<file path="src/rtl/evm_booth_arbiter_if.sv">
// Booth front-end and tally signals of the shared vote arbiter.
// The master side drives the i_* inputs; the slave side is the arbiter.
interface evm_booth_arbiter_if #(
   parameter int unsigned NUM_BOOTHS = 3,
   parameter int unsigned WIDTH      = 7
);
   logic                    i_session_open;
   logic                    i_clear_counts;
   logic [NUM_BOOTHS-1:0]   i_booth_enable;
   logic [NUM_BOOTHS-1:0]   i_booth_vote_valid;
   logic [2*NUM_BOOTHS-1:0] i_booth_vote_sel;
   logic [NUM_BOOTHS-1:0]   o_booth_armed;
   logic [NUM_BOOTHS-1:0]   o_booth_ack;
   logic [NUM_BOOTHS-1:0]   o_booth_reject;
   logic [NUM_BOOTHS-1:0]   o_booth_timeout;
   logic [WIDTH-1:0]        o_count_1;
   logic [WIDTH-1:0]        o_count_2;
   logic [WIDTH-1:0]        o_count_3;
   logic [WIDTH-1:0]        o_total_votes;
   logic                    o_overflow;
   logic [1:0]              o_session_state;

   modport master (
      output i_session_open, i_clear_counts, i_booth_enable, i_booth_vote_valid,
             i_booth_vote_sel,
      input  o_booth_armed, o_booth_ack, o_booth_reject, o_booth_timeout, o_count_1,
             o_count_2, o_count_3, o_total_votes, o_overflow, o_session_state
   );

   modport slave (
      input  i_session_open, i_clear_counts, i_booth_enable, i_booth_vote_valid,
             i_booth_vote_sel,
      output o_booth_armed, o_booth_ack, o_booth_reject, o_booth_timeout, o_count_1,
             o_count_2, o_count_3, o_total_votes, o_overflow, o_session_state
   );
endinterface

</file>
<file path="src/rtl/evm_booth_arbiter.sv">
// Voting-booth controller: arms booths for one vote each and serialises captured
// votes round-robin into saturating per-candidate tallies.
module evm_booth_arbiter #(
   parameter int unsigned NUM_BOOTHS = 3,
   parameter int unsigned WIDTH      = 7,
   parameter int unsigned TIMEOUT    = 200
) (
   input logic                clk,
   input logic                rst_n,
   evm_booth_arbiter_if.slave bus
);
   localparam int unsigned      PtrW     = (NUM_BOOTHS > 1) ? $clog2(NUM_BOOTHS) : 1;
   localparam logic [WIDTH-1:0] CntMax   = '1;
   localparam logic [15:0]      IdleLast = 16'(TIMEOUT - 1);

   typedef enum logic [1:0] {
      StClosed   = 2'b00,
      StOpen     = 2'b01,
      StDraining = 2'b10
   } state_e;

   state_e                r_state;
   logic [NUM_BOOTHS-1:0] r_armed;
   logic [NUM_BOOTHS-1:0] r_pending;
   logic [NUM_BOOTHS-1:0] r_ack;
   logic [NUM_BOOTHS-1:0] r_reject;
   logic [NUM_BOOTHS-1:0] r_timeout;
   logic [1:0]            r_code [NUM_BOOTHS];
   logic [15:0]           r_idle [NUM_BOOTHS];
   logic [PtrW-1:0]       r_ptr;
   logic [WIDTH-1:0]      r_count_1;
   logic [WIDTH-1:0]      r_count_2;
   logic [WIDTH-1:0]      r_count_3;
   logic [WIDTH-1:0]      r_total;
   logic                  r_overflow;

   logic [1:0]            w_sel [NUM_BOOTHS];
   logic [NUM_BOOTHS-1:0] w_capture;
   logic [NUM_BOOTHS-1:0] w_expire;
   logic [NUM_BOOTHS-1:0] w_arm;
   logic [NUM_BOOTHS-1:0] w_rej;
   logic [NUM_BOOTHS-1:0] w_gnt_vec;
   logic                  w_gnt_vld;
   logic [PtrW-1:0]       w_gnt_idx;
   logic [1:0]            w_gnt_code;
   logic                  w_drain_entry;

   function automatic logic [PtrW-1:0] rr_idx(input logic [PtrW-1:0] p, input int unsigned k);
      int unsigned s;
      s = (32'(p) + k) % NUM_BOOTHS;
      return s[PtrW-1:0];
   endfunction

   // First pending booth at or after the pointer, wrapping.
   always_comb begin
      w_gnt_vld = 1'b0;
      w_gnt_idx = '0;
      for (int unsigned k = 0; k < NUM_BOOTHS; k++) begin
         if (!w_gnt_vld && r_pending[rr_idx(r_ptr, k)]) begin
            w_gnt_vld = 1'b1;
            w_gnt_idx = rr_idx(r_ptr, k);
         end
      end
      w_gnt_code = r_code[w_gnt_idx];
   end

   always_comb begin
      w_drain_entry = (r_state == StOpen) && !bus.i_session_open;
      w_capture     = '0;
      w_expire      = '0;
      w_arm         = '0;
      w_rej         = '0;
      w_gnt_vec     = '0;
      for (int unsigned i = 0; i < NUM_BOOTHS; i++) begin
         w_sel[i]     = bus.i_booth_vote_sel[2*i +: 2];
         w_gnt_vec[i] = w_gnt_vld && (w_gnt_idx == PtrW'(i));
         w_capture[i] = r_armed[i] && bus.i_booth_vote_valid[i] && (w_sel[i] != 2'b00);
         w_expire[i]  = r_armed[i] && (r_idle[i] == IdleLast) && !w_capture[i];
         w_arm[i]     = (r_state == StOpen) && bus.i_booth_enable[i] && !r_armed[i] &&
                        !r_pending[i];
         // Timeout beats a bad code; an ack beats a resubmission while pending.
         w_rej[i]     = bus.i_booth_vote_valid[i] &&
                        ((r_armed[i] && (w_sel[i] == 2'b00) && !w_expire[i]) ||
                         (r_pending[i] && !w_gnt_vec[i]));
      end
   end

   always_ff @(posedge clk or negedge rst_n) begin
      if (!rst_n) begin
         r_state    <= StClosed;
         r_armed    <= '0;
         r_pending  <= '0;
         r_ack      <= '0;
         r_reject   <= '0;
         r_timeout  <= '0;
         r_ptr      <= '0;
         r_count_1  <= '0;
         r_count_2  <= '0;
         r_count_3  <= '0;
         r_total    <= '0;
         r_overflow <= 1'b0;
         for (int unsigned i = 0; i < NUM_BOOTHS; i++) begin
            r_code[i] <= '0;
            r_idle[i] <= '0;
         end
      end else begin
         case (r_state)
            StClosed:   if (bus.i_session_open) r_state <= StOpen;
            StOpen:     if (!bus.i_session_open) r_state <= StDraining;
            StDraining: begin
               if (bus.i_session_open) r_state <= StOpen;
               else if (r_pending == '0) r_state <= StClosed;
            end
            default:    r_state <= StClosed;
         endcase

         r_ack     <= w_gnt_vec;
         r_reject  <= w_rej;
         r_timeout <= w_expire;

         for (int unsigned i = 0; i < NUM_BOOTHS; i++) begin
            if (w_drain_entry) r_armed[i] <= 1'b0;
            else if (w_arm[i]) r_armed[i] <= 1'b1;
            else if (w_capture[i] || w_expire[i]) r_armed[i] <= 1'b0;

            if (w_arm[i]) r_idle[i] <= '0;
            else if (r_armed[i]) r_idle[i] <= r_idle[i] + 16'd1;

            if (w_capture[i]) begin
               r_pending[i] <= 1'b1;
               r_code[i]    <= w_sel[i];
            end else if (w_gnt_vec[i]) begin
               r_pending[i] <= 1'b0;
            end
         end

         if (w_gnt_vld) begin
            r_ptr <= (w_gnt_idx == PtrW'(NUM_BOOTHS - 1)) ? '0 : w_gnt_idx + 1'b1;
         end

         if ((r_state == StClosed) && bus.i_clear_counts) begin
            r_count_1  <= '0;
            r_count_2  <= '0;
            r_count_3  <= '0;
            r_total    <= '0;
            r_overflow <= 1'b0;
         end else if (w_gnt_vld) begin
            case (w_gnt_code)
               2'b01: if (r_count_1 == CntMax) r_overflow <= 1'b1;
                      else r_count_1 <= r_count_1 + 1'b1;
               2'b10: if (r_count_2 == CntMax) r_overflow <= 1'b1;
                      else r_count_2 <= r_count_2 + 1'b1;
               2'b11: if (r_count_3 == CntMax) r_overflow <= 1'b1;
                      else r_count_3 <= r_count_3 + 1'b1;
               default: ;
            endcase
            if (r_total == CntMax) r_overflow <= 1'b1;
            else r_total <= r_total + 1'b1;
         end
      end
   end

   assign bus.o_booth_armed   = r_armed;
   assign bus.o_booth_ack     = r_ack;
   assign bus.o_booth_reject  = r_reject;
   assign bus.o_booth_timeout = r_timeout;
   assign bus.o_count_1       = r_count_1;
   assign bus.o_count_2       = r_count_2;
   assign bus.o_count_3       = r_count_3;
   assign bus.o_total_votes   = r_total;
   assign bus.o_overflow      = r_overflow;
   assign bus.o_session_state = r_state;

endmodule

</file>
<file path="src/flat_wrapper.sv">
// flat-port wrapper written by rule: the top's interface ports become plain ports
module evm_booth_arbiter_flat 
#(
   parameter int unsigned NUM_BOOTHS = 3,
   parameter int unsigned WIDTH      = 7,
   parameter int unsigned TIMEOUT    = 200
)
  (clk, rst_n, bus_i_session_open, bus_i_clear_counts, bus_i_booth_enable, bus_i_booth_vote_valid, bus_i_booth_vote_sel, bus_o_booth_armed, bus_o_booth_ack, bus_o_booth_reject, bus_o_booth_timeout, bus_o_count_1, bus_o_count_2, bus_o_count_3, bus_o_total_votes, bus_o_overflow, bus_o_session_state);
  evm_booth_arbiter_if #(.NUM_BOOTHS(NUM_BOOTHS), .WIDTH(WIDTH)) bus_i ();
  input logic clk;
  input logic rst_n;
  input wire logic [$bits(bus_i.i_session_open)-1:0] bus_i_session_open;
  input wire logic [$bits(bus_i.i_clear_counts)-1:0] bus_i_clear_counts;
  input wire logic [$bits(bus_i.i_booth_enable)-1:0] bus_i_booth_enable;
  input wire logic [$bits(bus_i.i_booth_vote_valid)-1:0] bus_i_booth_vote_valid;
  input wire logic [$bits(bus_i.i_booth_vote_sel)-1:0] bus_i_booth_vote_sel;
  output wire logic [$bits(bus_i.o_booth_armed)-1:0] bus_o_booth_armed;
  output wire logic [$bits(bus_i.o_booth_ack)-1:0] bus_o_booth_ack;
  output wire logic [$bits(bus_i.o_booth_reject)-1:0] bus_o_booth_reject;
  output wire logic [$bits(bus_i.o_booth_timeout)-1:0] bus_o_booth_timeout;
  output wire logic [$bits(bus_i.o_count_1)-1:0] bus_o_count_1;
  output wire logic [$bits(bus_i.o_count_2)-1:0] bus_o_count_2;
  output wire logic [$bits(bus_i.o_count_3)-1:0] bus_o_count_3;
  output wire logic [$bits(bus_i.o_total_votes)-1:0] bus_o_total_votes;
  output wire logic [$bits(bus_i.o_overflow)-1:0] bus_o_overflow;
  output wire logic [$bits(bus_i.o_session_state)-1:0] bus_o_session_state;
  assign bus_i.i_session_open = bus_i_session_open;
  assign bus_i.i_clear_counts = bus_i_clear_counts;
  assign bus_i.i_booth_enable = bus_i_booth_enable;
  assign bus_i.i_booth_vote_valid = bus_i_booth_vote_valid;
  assign bus_i.i_booth_vote_sel = bus_i_booth_vote_sel;
  assign bus_o_booth_armed = bus_i.o_booth_armed;
  assign bus_o_booth_ack = bus_i.o_booth_ack;
  assign bus_o_booth_reject = bus_i.o_booth_reject;
  assign bus_o_booth_timeout = bus_i.o_booth_timeout;
  assign bus_o_count_1 = bus_i.o_count_1;
  assign bus_o_count_2 = bus_i.o_count_2;
  assign bus_o_count_3 = bus_i.o_count_3;
  assign bus_o_total_votes = bus_i.o_total_votes;
  assign bus_o_overflow = bus_i.o_overflow;
  assign bus_o_session_state = bus_i.o_session_state;
  evm_booth_arbiter #(.NUM_BOOTHS(NUM_BOOTHS), .WIDTH(WIDTH), .TIMEOUT(TIMEOUT)) u_core (.clk(clk), .rst_n(rst_n), .bus(bus_i));
endmodule
</file>
<file path="config.mk">
export PLATFORM = sky130hd
export DESIGN_NAME = evm_booth_arbiter_flat
export DESIGN_NICKNAME = d
export VERILOG_FILES = /design/src/rtl/evm_booth_arbiter_if.sv /design/src/rtl/evm_booth_arbiter.sv /design/src/flat_wrapper.sv
export SDC_FILE = /design/constraint.sdc
export NUM_CORES = 1
export LEC_CHECK = 0
export CORE_AREA = 2 2 105 107
export DETAILED_ROUTE_END_ITERATION = 7
export DIE_AREA = 0 0 107 109
export HOLD_SLACK_MARGIN = 0.08
export MAX_ROUTING_LAYER = met4
export PLACE_DENSITY = 0.86
export SKIP_LAST_GASP = 1
export SYNTH_ARGS = -nofsm -noshare
export SYNTH_HDL_FRONTEND = slang
export SYNTH_SLANG_ARGS = --single-unit
</file>
<file path="constraint.sdc">
create_clock -name clk -period 2.6 [get_ports clk]
set_input_delay 0.39 -clock clk [delete_from_list [all_inputs] [get_ports clk]]
set_output_delay 0.39 -clock clk [all_outputs]
set_load 0.005 [all_outputs]
</file>
* After elaboration in Yosys (flattened, before gate mapping)
Index checks and enable logic that the tools add are counted.
** Word-level totals
- Input bits :: 16
- Word-level logic and storage cells :: 221
- Output and inout port bits :: 43
- Bits in registers :: 102
** Operators by class
- Add/sub/neg operators :: 10
- Div/mod/pow operators :: 3
- Reductions and logical operators :: 93
- Muxes and demuxes :: 64
- $lt $le $gt $ge :: 4
- Bitwise gates (word level) :: 1
- Equality and inequality tests :: 24
** Operators with widths (number)
- 7-bit 2-to-1 mux :: 15
- 16-bit 2-to-1 mux :: 6
- 32-bit by 2-bit modulo with 32-bit output (second input constant) :: 2
- 16-bit by 1-bit adder with 16-bit output (second input constant) :: 3
- 16-bit by 8-bit == test with 1-bit output (second input constant) :: 3
- 1-bit logical AND :: 40
- 2-bit by 2-bit modulo with 32-bit output (second input constant) :: 1
- 7-bit by 1-bit adder with 7-bit output (second input constant) :: 4
- 7-bit == test (second input constant) :: 4
- 1-bit 2-to-1 mux :: 27
- 2-bit nonzero test :: 13
- 2-bit 2-to-1 mux :: 10
- 1-bit zero test :: 18
- 4-bit by 1-bit != test with 1-bit output (second input constant) :: 3
- 3-bit AND reduction :: 4
- 2-bit zero test :: 5
- 2-bit by 3-bit < comparator with 1-bit output (second input constant) :: 3
- 3-bit nonzero test :: 3
- 2-bit == test (second input constant) :: 4
- 2-bit by 1-bit != test with 1-bit output (second input constant) :: 4
- 1-bit binary-select mux with 2-bit select :: 3
- 2-bit by 1-bit == test with 1-bit output (second input constant) :: 3
- 1-bit logical OR :: 6
- 2-bit one-hot mux with 3 select lines :: 1
- other kinds (13) :: 14

* Logic depth before layout (Yosys ltp)
Gate-level depths: netlist (run 1).
- Depth after elaboration :: 19
- Depth in mapped cells :: 12

* Worst setup path after synthesis (run 1)
OpenSTA, ideal clock, no wires.
- Kind :: reg-to-reg
- Start :: register u_core.r_ptr[0]
- End :: register u_core.r_count_2[0], in the netlist u_core.bus.o_count_2[0]
- Cell stages (with the launch flop) :: 12
- Path slack :: -256 ps
- Data arrival time :: 2778 ps
- Path buffers :: 2
- Data required time :: 2522 ps
- Cell sequence :: dfrtp_1 -> inv_1 -> ha_1 -> buf_6 -> mux2i_2 -> o22a_2 -> a311oi_4 -> or4b_1 -> buf_2 -> a211o_1 -> or3_1 -> a21oi_1
** On the way
- Longest elaborated chain between the ends :: 17
- Elaborated cells between the ends (all ways) :: 29
** Ends and longest elaborated chain
- start: declaration :: line evm_booth_arbiter.sv:30 : logic [PtrW-1:0] r_ptr;
- start signal: assignment :: line evm_booth_arbiter.sv:138 : r_ptr <= (w_gnt_idx == PtrW'(NUM_BOOTHS - 1)) ? '0 : w_gnt_idx + 1'b1;
- parallel branches: the longest is 16 deep, another holds 32-bit by 2-bit modulo with 32-bit output
- 3-bit AND reduction (no source line) *
- end signal: assignment :: line evm_booth_arbiter.sv:152 : else r_count_2 <= r_count_2 + 1'b1;
- end: declaration :: line evm_booth_arbiter.sv:32 : logic [WIDTH-1:0] r_count_2;
Every way passes the cells marked *. The select of a mux whose other input is x is not followed.
A chain may end at the register's enable or synchronous reset.

* Final worst setup path (run 1)
- Start :: register u_core.r_ptr[1]
- End :: register u_core.r_count_2[0], in the netlist u_core.bus.o_count_2[0]
Same word-level chain as after synthesis.

==> results.cfg, run 1 <==
[yosys]
async_reset_ff_share_pct = 100
syn_inst = 555
synth_area_leaders = dfrtp_1, nor2_1, nand3_1
syn_area_per_cell_sq_um = 9.53
synth_nets = 582
ys_ff_latch = 102
synthesis.area_sq_um = 5290
synth_cell_types = 57
synth_edf_count = 0
synthFlopType = dfrtp_1
synth_top_area_share_pct = 48.2
seq_area_frac_synth_pct = 48.2
yosysWarnings = 0
yosysTopAreaCell = dfrtp_1

[worst_setup_path]
worstPathArrival_ns = 3.24
cp-end-kind = flop
startpoint_type = flop
path_class = reg -> reg
crit_fanout = 6
worstPathRequired_ns = 2.83

[cells_and_area]
fillers = 813
mostFrequentLayoutCells = dfrtp_1, nor2_1, nand2_1, clkdlybuf4s50_1, nand3_1
final_common_cell = dfrtp_1
multiInputGateArea_sq_um = 2810
stdcell_area_sq_um = 6800
fin_cells = 796
regArea_sq_um = 2550
insertedDiodeCount = 0
nets = 679
final_layout_size_suffix_gt1_share_pct = 16.3
area_delta_synth_final_pct = 28.6

[route]
drt_iter0_markers = 301
wl_microns = 13200
drc = 0
firstDrtPassIters = 5
routed_via_density = 5.92
wl_per_cell_microns = 16.6
ant_nets = 0
vias = 4712

[power]
power_density_nw_per_um2 = 1280
switching_share_pct = 41.2
ir_drop_mv = 0.750
leakage_nw = 3.04
intPower_mw = 5.10
p_sw_mw = 3.57
pwr-share-clk_pct = 13.5
comb_power_share_pct = 59.5
p_seq_share_pct = 27.0

[die]
row_count = 38
die_h_microns = 109
io_pins = 59
start_util_pct = 49.9
fp.dieW_microns = 107
dieArea_sq_um = 11700
core_area_sq_um = 10600

[sta]
layout_setup_ws_ns = -0.415
slew_viol_final = 0
setup_viol = 22
finalHoldWorstSlack_ns = 0.0552
tightest_slew_ns = 0.728
finalHoldViolations = 0
max_freq_mhz = 332
maxSlewHeadroom_pct = 51.5
fin_crit_sh_pct = 116
rsz0062_at_grt = true
min_period_ns = 3.02
tns_ns = -6.00
fin_worst_skew_ns = 0.0145

[clock_network]
cts_buffers = 9
worstSkewPairLatency_ns = 0.37
htree_levels = 3
clkTransAtPathRegs_ns = 0.09
root_buffer = clkbuf_8
clockBufferDepth = 2
tritoncts = built
clkSinkCount = 102

[place]
io_buffers = 58
place_area_sq_um = 6330
dp.cells = 770
hpwlAfterDp_microns = 8910
globalplace.congestion = 0.933

[run_status]
status = complete, but fails checks
violations = negative setup slack

[global_route]
antenna_found_initial = 0
grt_usage_pct = 23.1
first_global_vias = 4547
grt.overflow.total = 0
grt_first_pass_wirelength_microns = 21000
grt_max_degree = 58

[run]
maxCapViolations = 0

[hold_path]
hp-class = in -> async
cells in the mapped netlist (all sizes together) (7+ instances only):
| master | n |
|---|---|
| nand4 | 11 |
| nor3 | 9 |
| o211ai | 9 |
| clkbuf | 17 |
| ha | 11 |
| nor2 | 67 |
| o31ai | 7 |
| nor4 | 8 |
| inv | 11 |
| a21oi | 21 |
| dfrtp | 102 |
| o21ai | 25 |
| nand2 | 61 |
| xor2 | 24 |
| nand2b | 7 |
| mux2i | 20 |
| and3 | 21 |
| nand3 | 47 |
| mux2 | 8 |
| xnor2 | 7 |
timing repair:
action / 4_1_cts / 5_1_grt
buffers inserted: 8 / 2
gates cloned: 0 / 1
hold endpoints to repair: 0 / 0
resized for setup: 16 / 18
setup endpoints to repair: 22 / 25
hold buffers: 0 / 0
pin swaps: 9 / 16
logic make-up after synthesis:
family          after synthesis  share of synthesized area (%)
flops                       102                           48.2
xor+xnor                     31                           5.13
compound gates               91                           11.7
fa+ha+maj                    11                           2.60
mux                          28                           5.87
buf+inv                      33                           2.70
simple gates                259                           23.8
layer usage:
metal  share of wire [%]  vias to the layer above  track usage (%)
met2                  49                      197             37.4
met3                 6.3                       46             4.18
met1                  42                     2290             29.9
met4                 2.9                        0             6.77
met5                   0                        -                -
li1                    -                     2179                -
stage by stage:
step,power [mW],setup WS [ns],util (%)
after CTS,8.09,-0.326,63.1
after floorplan,4.66,-0.252,-
final,8.67,-0.415,64.1
after global routing,9.13,-0.530,64.1
after detailed placement,6.47,-0.310,59.7
after global placement,6.28,-0.188,59.7
power groups by stage:
stage	clock network, mW	registers [mW]	logic, mW
detailed placement	0	2.34	4.13
global placement	0	2.32	3.96
global route	1.25	2.39	5.49
CTS	1.18	2.32	4.59
floorplan	0	2.21	2.46
finish	1.17	2.34	5.16
final cells by class:
class / instances / area share, %
Inverter: 11 / 0.607
Clock buffer: 9 / 1.82
Sequential cell: 102 / 37.5
Clock inverter: 6 / 1.60
Timing Repair Buffer: 107 / 14.6
Tap cell: 140 / 2.58
Multi-Input combinational cell: 421 / 41.3
path summary, 6_finish.rpt:
kind | slack, ns | end | cells past startpoint | startpoint
setup / recovery | -0.42 | u_core.bus.o_count_2[0] | 10 | u_core.r_ptr[1]
hold / removal | 0.06 | u_core.bus.o_total_votes[5] | 1 | rst_n
setup reg to reg | -0.42 | u_core.bus.o_count_2[0] | 10 | u_core.r_ptr[1]
hold reg to reg | 0.50 | u_core.r_idle[15] | 1 | u_core.r_idle[15]
max in group asynchronous | 1.86 | u_core.r_idle[11] | 2 | rst_n
min in group clk | 0.50 | u_core.r_idle[15] | 1 | u_core.r_idle[15]
worst max-delay path: stages (launching register included):
cell	delay, ns
dfrtp_1	0.45
ha_4	0.33
mux2i_4	0.27
o22a_2	0.22
a311oi_4	0.11
buf_6	0.16
or4b_4	0.52
a211o_1	0.38
buf_4	0.16
o21ai_0	0.18
a21oi_1	0.11
registers in the layout, indices dropped and copies added (netlist names), 6 cells and up:
name and flops:
u_core.r_idle 48, u_core.bus.o_count_1 7, u_core.bus.o_count_2 7, u_core.bus.o_count_3 7
u_core.bus.o_total_votes 7, u_core.r_code 6
Power figures use the tool's default switching activity.
==> run 2, diff against run 1 <==
- ABC_CLOCK_PERIOD_IN_PS: unset -> 2600
- MAX_ROUTING_LAYER: met4 -> unset
- SLEW_MARGIN: unset -> 20
==> run 2 against run 1 <==
  * The flow still finishes with violations (negative setup slack)
  * Clock-buffer cell count rose by 3
  * First-iteration DRC count fell by 0.33%
  * Sequential power barely moved
  * Largest cell class unchanged
  * Highest routed layer unchanged
  * Critical path depth fell by 1
  * Total power rose by 1.4%
  * Combinational power rose by 7.4%
  * Global-route usage rose by 0.28 points
  * Sequential share of layout area fell by 0.22 points
  * Final cell count rose by 1.0%
  * Utilization rose by 0.41 points
  * Critical path type unchanged
==> results.cfg, run 2 (same netlist as run 1, synthesis figures left out) <==
[sta]
fin_worst_skew_ns = 0.0128
rsz0062_at_grt = true
finalHoldViolations = 0
tightest_slew_ns = 0.767
layout_setup_ws_ns = -0.322
setup_viol = 22
fin_crit_sh_pct = 112
finalHoldWorstSlack_ns = 0.0741
max_freq_mhz = 342
slew_viol_final = 0
min_period_ns = 2.92
maxSlewHeadroom_pct = 48.9

[power]
p_seq_share_pct = 26.7
power_density_nw_per_um2 = 1290
p_sw_mw = 3.63
comb_power_share_pct = 63.0
ir_drop_mv = 0.753
pwr-share-clk_pct = 10.3
intPower_mw = 5.17
leakage_nw = 3.06
switching_share_pct = 41.3

[place]
io_buffers = 58
pre_cts_ws_ns = -0.353
globalplace.congestion = 0.914
hpwlAfterDp_microns = 9000

[cells_and_area]
insertedDiodeCount = 0
largest_register_ffs = 48
top_register = u_core.r_idle
final_layout_size_suffix_gt1_share_pct = 17.0
final_common_cell = dfrtp_1
area_delta_synth_final_pct = 29.4
fin_util_pct = 64.6
nets = 687
mostFrequentLayoutCells = dfrtp_1, nor2_1, nand2_1, clkdlybuf4s50_1, buf_4

[worst_setup_path]
r2r_cells = 9
crit_fanout = 5
path_class = reg -> reg
worstPathRequired_ns = 2.90
worstPathArrival_ns = 3.22
cp-end-kind = flop
startpoint_type = flop

[clock_network]
clkSinkCount = 102
worstSkewPairLatency_ns = 0.38
cts_hold_buf = 0
root_buffer = clkbuf_8
htree_levels = 3
cts_buffers = 9
clockBufferDepth = 2
clkTransAtPathRegs_ns = 0.09
tritoncts = built

[route]
ant_nets = 0
drt_iter0_markers = 300
vias = 4599
wl_microns = 13100
wl_per_cell_microns = 16.3
firstDrtPassIters = 5
drc = 0
routed_via_density = 5.72

[die]
fp.dieW_microns = 107
core_area_sq_um = 10600
start_util_pct = 49.9
row_count = 38
io_pins = 59
die_h_microns = 109
dieArea_sq_um = 11700

[hold_path]
hp-class = in -> async

[global_route]
grt_max_degree = 62
grt_usage_pct = 23.3
first_global_vias = 4615
grt_first_pass_wirelength_microns = 21600
grt.overflow.total = 0
antenna_found_initial = 0

[run_status]
status = complete, but fails checks
violations = negative setup slack

[run]
maxCapViolations = 0
run 2: worst paths after layout:
check / start / endpoint / slack [ns]
worst min register to register: u_core.r_idle[15] / u_core.r_idle[15] / 0.50
max in group asynchronous: rst_n / u_core.bus.o_booth_timeout[2] / 1.84
min in group clk: u_core.r_idle[15] / u_core.r_idle[15] / 0.50
worst min-delay path: rst_n / u_core.bus.o_count_2[4] / 0.07
worst max-delay path: u_core.r_ptr[1] / u_core.bus.o_count_2[0] / -0.32
worst max register to register: u_core.r_ptr[1] / u_core.bus.o_count_2[0] / -0.32
run 2: power groups by stage:
| stage | registers (mW) | logic [mW] | clock network [mW] |
|---|---|---|---|
| after floorplan | 2.21 | 2.46 | 0 |
| after global placement | 2.32 | 3.92 | 0 |
| after detailed placement | 2.35 | 4.06 | 0 |
| after CTS | 2.33 | 5.19 | 0.923 |
| after global routing | 2.40 | 5.92 | 0.986 |
| final | 2.35 | 5.54 | 0.909 |
run 2: timing repair:
action                     CTS  global route
pin swaps                    9            12
cloned                       1             0
gates resized for setup     26             9
setup buffers               16             3
setup endpoints to repair   22            26
run 2: final cells by class:
| class | instances | area [sq um] |
|---|---|---|
| fill | 826 | 3760 |
| multi-input combinational | 421 | 2850 |
| sequential | 102 | 2550 |
| timing repair buffer | 115 | 1060 |
| tap | 140 | 175 |
| clock buffer | 12 | 145 |
| inverter | 11 | 41.3 |
| clock inverter | 3 | 21.3 |
run 2: layer usage:
metal	share of wire (%)	track usage, %	wire length [microns]
met5	0	0	0
met2	50	39.4	6520
met1	43	30.3	5610
met3	4.7	2.93	612
met4	2.7	10.5	357
run 2: metrics by stage:
stage	TNS [ns]	std cells	instance area [sq um]	total power [mW]
2_1_floorplan	-2.25	555	5370	4.66
3_3_place_gp	-2.47	769	6320	6.24
3_5_place_dp	-5.24	769	6320	6.41
4_1_cts	-4.82	801	6790	8.45
5_1_grt	-7.68	804	6850	9.30
6_report	-5.24	804	6850	8.80
run 2: worst max-delay path, stage by stage (launching register included):
cell      delay [ns]
dfrtp_2         0.45
ha_4            0.31
mux2i_4         0.26
o22a_2          0.20
a311oi_4        0.12
buf_4           0.17
or4b_4          0.52
a211o_1         0.34
or3_1           0.33
a21oi_1         0.15
==> run 3, diff against run 2 <==
- GPL_TIMING_DRIVEN: unset -> 0
==> run 3 against run 2 <==
  * Critical path depth grew 4
  * Cell area rose by 3.1%
  * Wire length increased by 6.8%
  * Combinational power grew 8.5%
  * Global-route usage decreased by 0.17 points
  * Flip-flop and latch count unchanged
  * Non-clock buffer count is 6 higher
  * The run still ends with negative setup slack left
  * Clock skew rose by 0.0012 ns
  * Maximum frequency down 4.1%
==> results.cfg, run 3 (same netlist as run 1, synthesis figures left out) <==
[run_status]
status = complete, but fails checks
violations = negative setup slack

[die]
dieArea_sq_um = 11700
io_pins = 59
start_util_pct = 49.9
die_h_microns = 109
row_count = 38
core_area_sq_um = 10600
fp.dieW_microns = 107

[power]
p_seq_share_pct = 24.5
power_density_nw_per_um2 = 1330
ir_drop_mv = 0.689
comb_power_share_pct = 64.2
leakage_nw = 3.09
switching_share_pct = 42.7
p_sw_mw = 3.99
intPower_mw = 5.37
pwr-share-clk_pct = 11.4
p_total_mw = 9.36

[cells_and_area]
insertedDiodeCount = 0
nets = 692
fin_util_pct = 66.6
stdcell_area_sq_um = 7060
fillers = 772
top_register = u_core.r_idle
area_delta_synth_final_pct = 33.4
final_layout_size_suffix_gt1_share_pct = 19.0
fin_cells = 808
mostFrequentLayoutCells = dfrtp_1, nor2_1, nand2_1, clkdlybuf4s50_1, nand3_1
largest_register_ffs = 48
final_common_cell = dfrtp_1

[place]
dp.cells = 754
io_buffers = 58
place_area_sq_um = 6150
globalplace.congestion = 0.857
hpwlAfterDp_microns = 8970

[global_route]
grt.overflow.total = 0
gr-usage-met3_pct = 5.02
use_met1_pct = 29.4
top_usage_layer = met2
grt_max_degree = 61
grt_usage_pct = 23.2
use_met2_pct = 39.7
first_global_vias = 4662
grt_first_pass_wirelength_microns = 21600
antenna_found_initial = 0

[sta]
finalHoldWorstSlack_ns = 0.492
finalHoldViolations = 0
setup_viol = 26
min_period_ns = 3.05
tightest_slew_ns = 0.651
max_freq_mhz = 328
slew_viol_final = 0
layout_setup_ws_ns = -0.447
fin_crit_sh_pct = 117
fin_worst_skew_ns = 0.0140
rsz0062_at_grt = true
maxSlewHeadroom_pct = 56.6

[worst_setup_path]
crit_path_top_delay_cell = or4b_4
slowest_delay_ns = 0.55
path_delay_family = compound AO/OA/AOI/OAI gates
cp-end-kind = flop
worstPathRequired_ns = 2.86
cp_num_buf_inv = 5
path_class = reg -> reg
worstPathArrival_ns = 3.31
crit_fanout = 5
startpoint_type = flop
ff2ff_setup_slack_ns = -0.45
crit_chain = inv_2 > buf_4 > buf_4 > ha_1 > nor2b_2 > mux2i_4 > buf_6 > o211ai_1 > or4b_4 > buf_6 > a211oi_4 > a31oi_1 > a41o_1

[route]
vias = 4774
wl_microns = 14000
ant_nets = 0
drc = 0
wl_per_cell_microns = 17.3
drt_iter0_markers = 351
routed_via_density = 5.91
firstDrtPassIters = 5

[clock_network]
worstSkewPairLatency_ns = 0.38
clkTransAtPathRegs_ns = 0.10
clkSinkCount = 102
cts_buffers = 9
root_buffer = clkbuf_8
clockBufferDepth = 2
htree_levels = 3
tritoncts = built

[hold_path]
hp-class = in -> async

[run]
maxCapViolations = 0
-- run 3: worst reg2reg max path, delay by kind of cell (launching register included) --
family | cells | cell delay [ns]
buffers and inverters | 5 | 0.59
flip-flops | 1 | 0.39
adder cells (fa/ha/maj) | 1 | 0.21
AND/OR/NAND/NOR | 2 | 0.79
AO/OA/AOI/OAI | 4 | 0.81
multiplexers | 1 | 0.14
-- run 3: cell type report --
class	instances	area (sq um)	share of cell area, %
buffer	19	115	1.63
clock buffer	10	128	1.81
clock inverter	4	73.8	1.05
inverter	11	41.3	0.585
multi-input combinational	420	2980	42.2
sequential	102	2550	36.2
tap	140	175	2.48
timing repair buffer	102	995	14.1
-- run 3: power by group through the flow --
stage | registers [mW] | logic [mW] | clock network (mW)
after floorplan | 2.21 | 2.46 | 0
after global placement | 2.27 | 3.24 | 0
after detailed placement | 2.29 | 3.41 | 0
after CTS | 2.27 | 4.76 | 1.07
after global routing | 2.33 | 6.34 | 1.14
final | 2.29 | 6.01 | 1.06
-- run 3: final timing paths --
path                                    from                 endpoint  depth (start not counted)
max                          u_core.r_ptr[1]  u_core.bus.o_count_2[2]                         13
min reg2reg                u_core.r_idle[15]        u_core.r_idle[15]                          1
max reg2reg                  u_core.r_ptr[1]  u_core.bus.o_count_2[2]                         13
min                                    rst_n  u_core.bus.o_count_2[1]                          2
min in group clk           u_core.r_idle[15]        u_core.r_idle[15]                          1
max in group asynchronous              rst_n        u_core.r_idle[35]                          3
-- run 3: metal layers --
metal / routed length [microns] / share of wire [%]
met5: 0 / 0
met4: 289 / 2.1
met3: 847 / 6.1
met2: 7080 / 51
met1: 5770 / 41
-- run 3: timing repair --
item | 4_1_cts | 5_1_grt
buffers inserted | 25 | 15
gates cloned | 1 | 1
hold buffers | 1 | 0
gates resized for setup | 40 | 36
hold endpoints to repair | 42 | 0
pin swaps | 25 | 27
endpoints found under the setup margin | 33 | 26
-- run 3: stage by stage --
step / setup WS (ns) / setup TNS, ns
floorplan: -0.252 / -2.25
global placement: -2.57 / -269.00
detailed placement: -0.639 / -12.27
CTS: -0.372 / -6.07
global route: -0.534 / -10.25
finish: -0.447 / -8.03
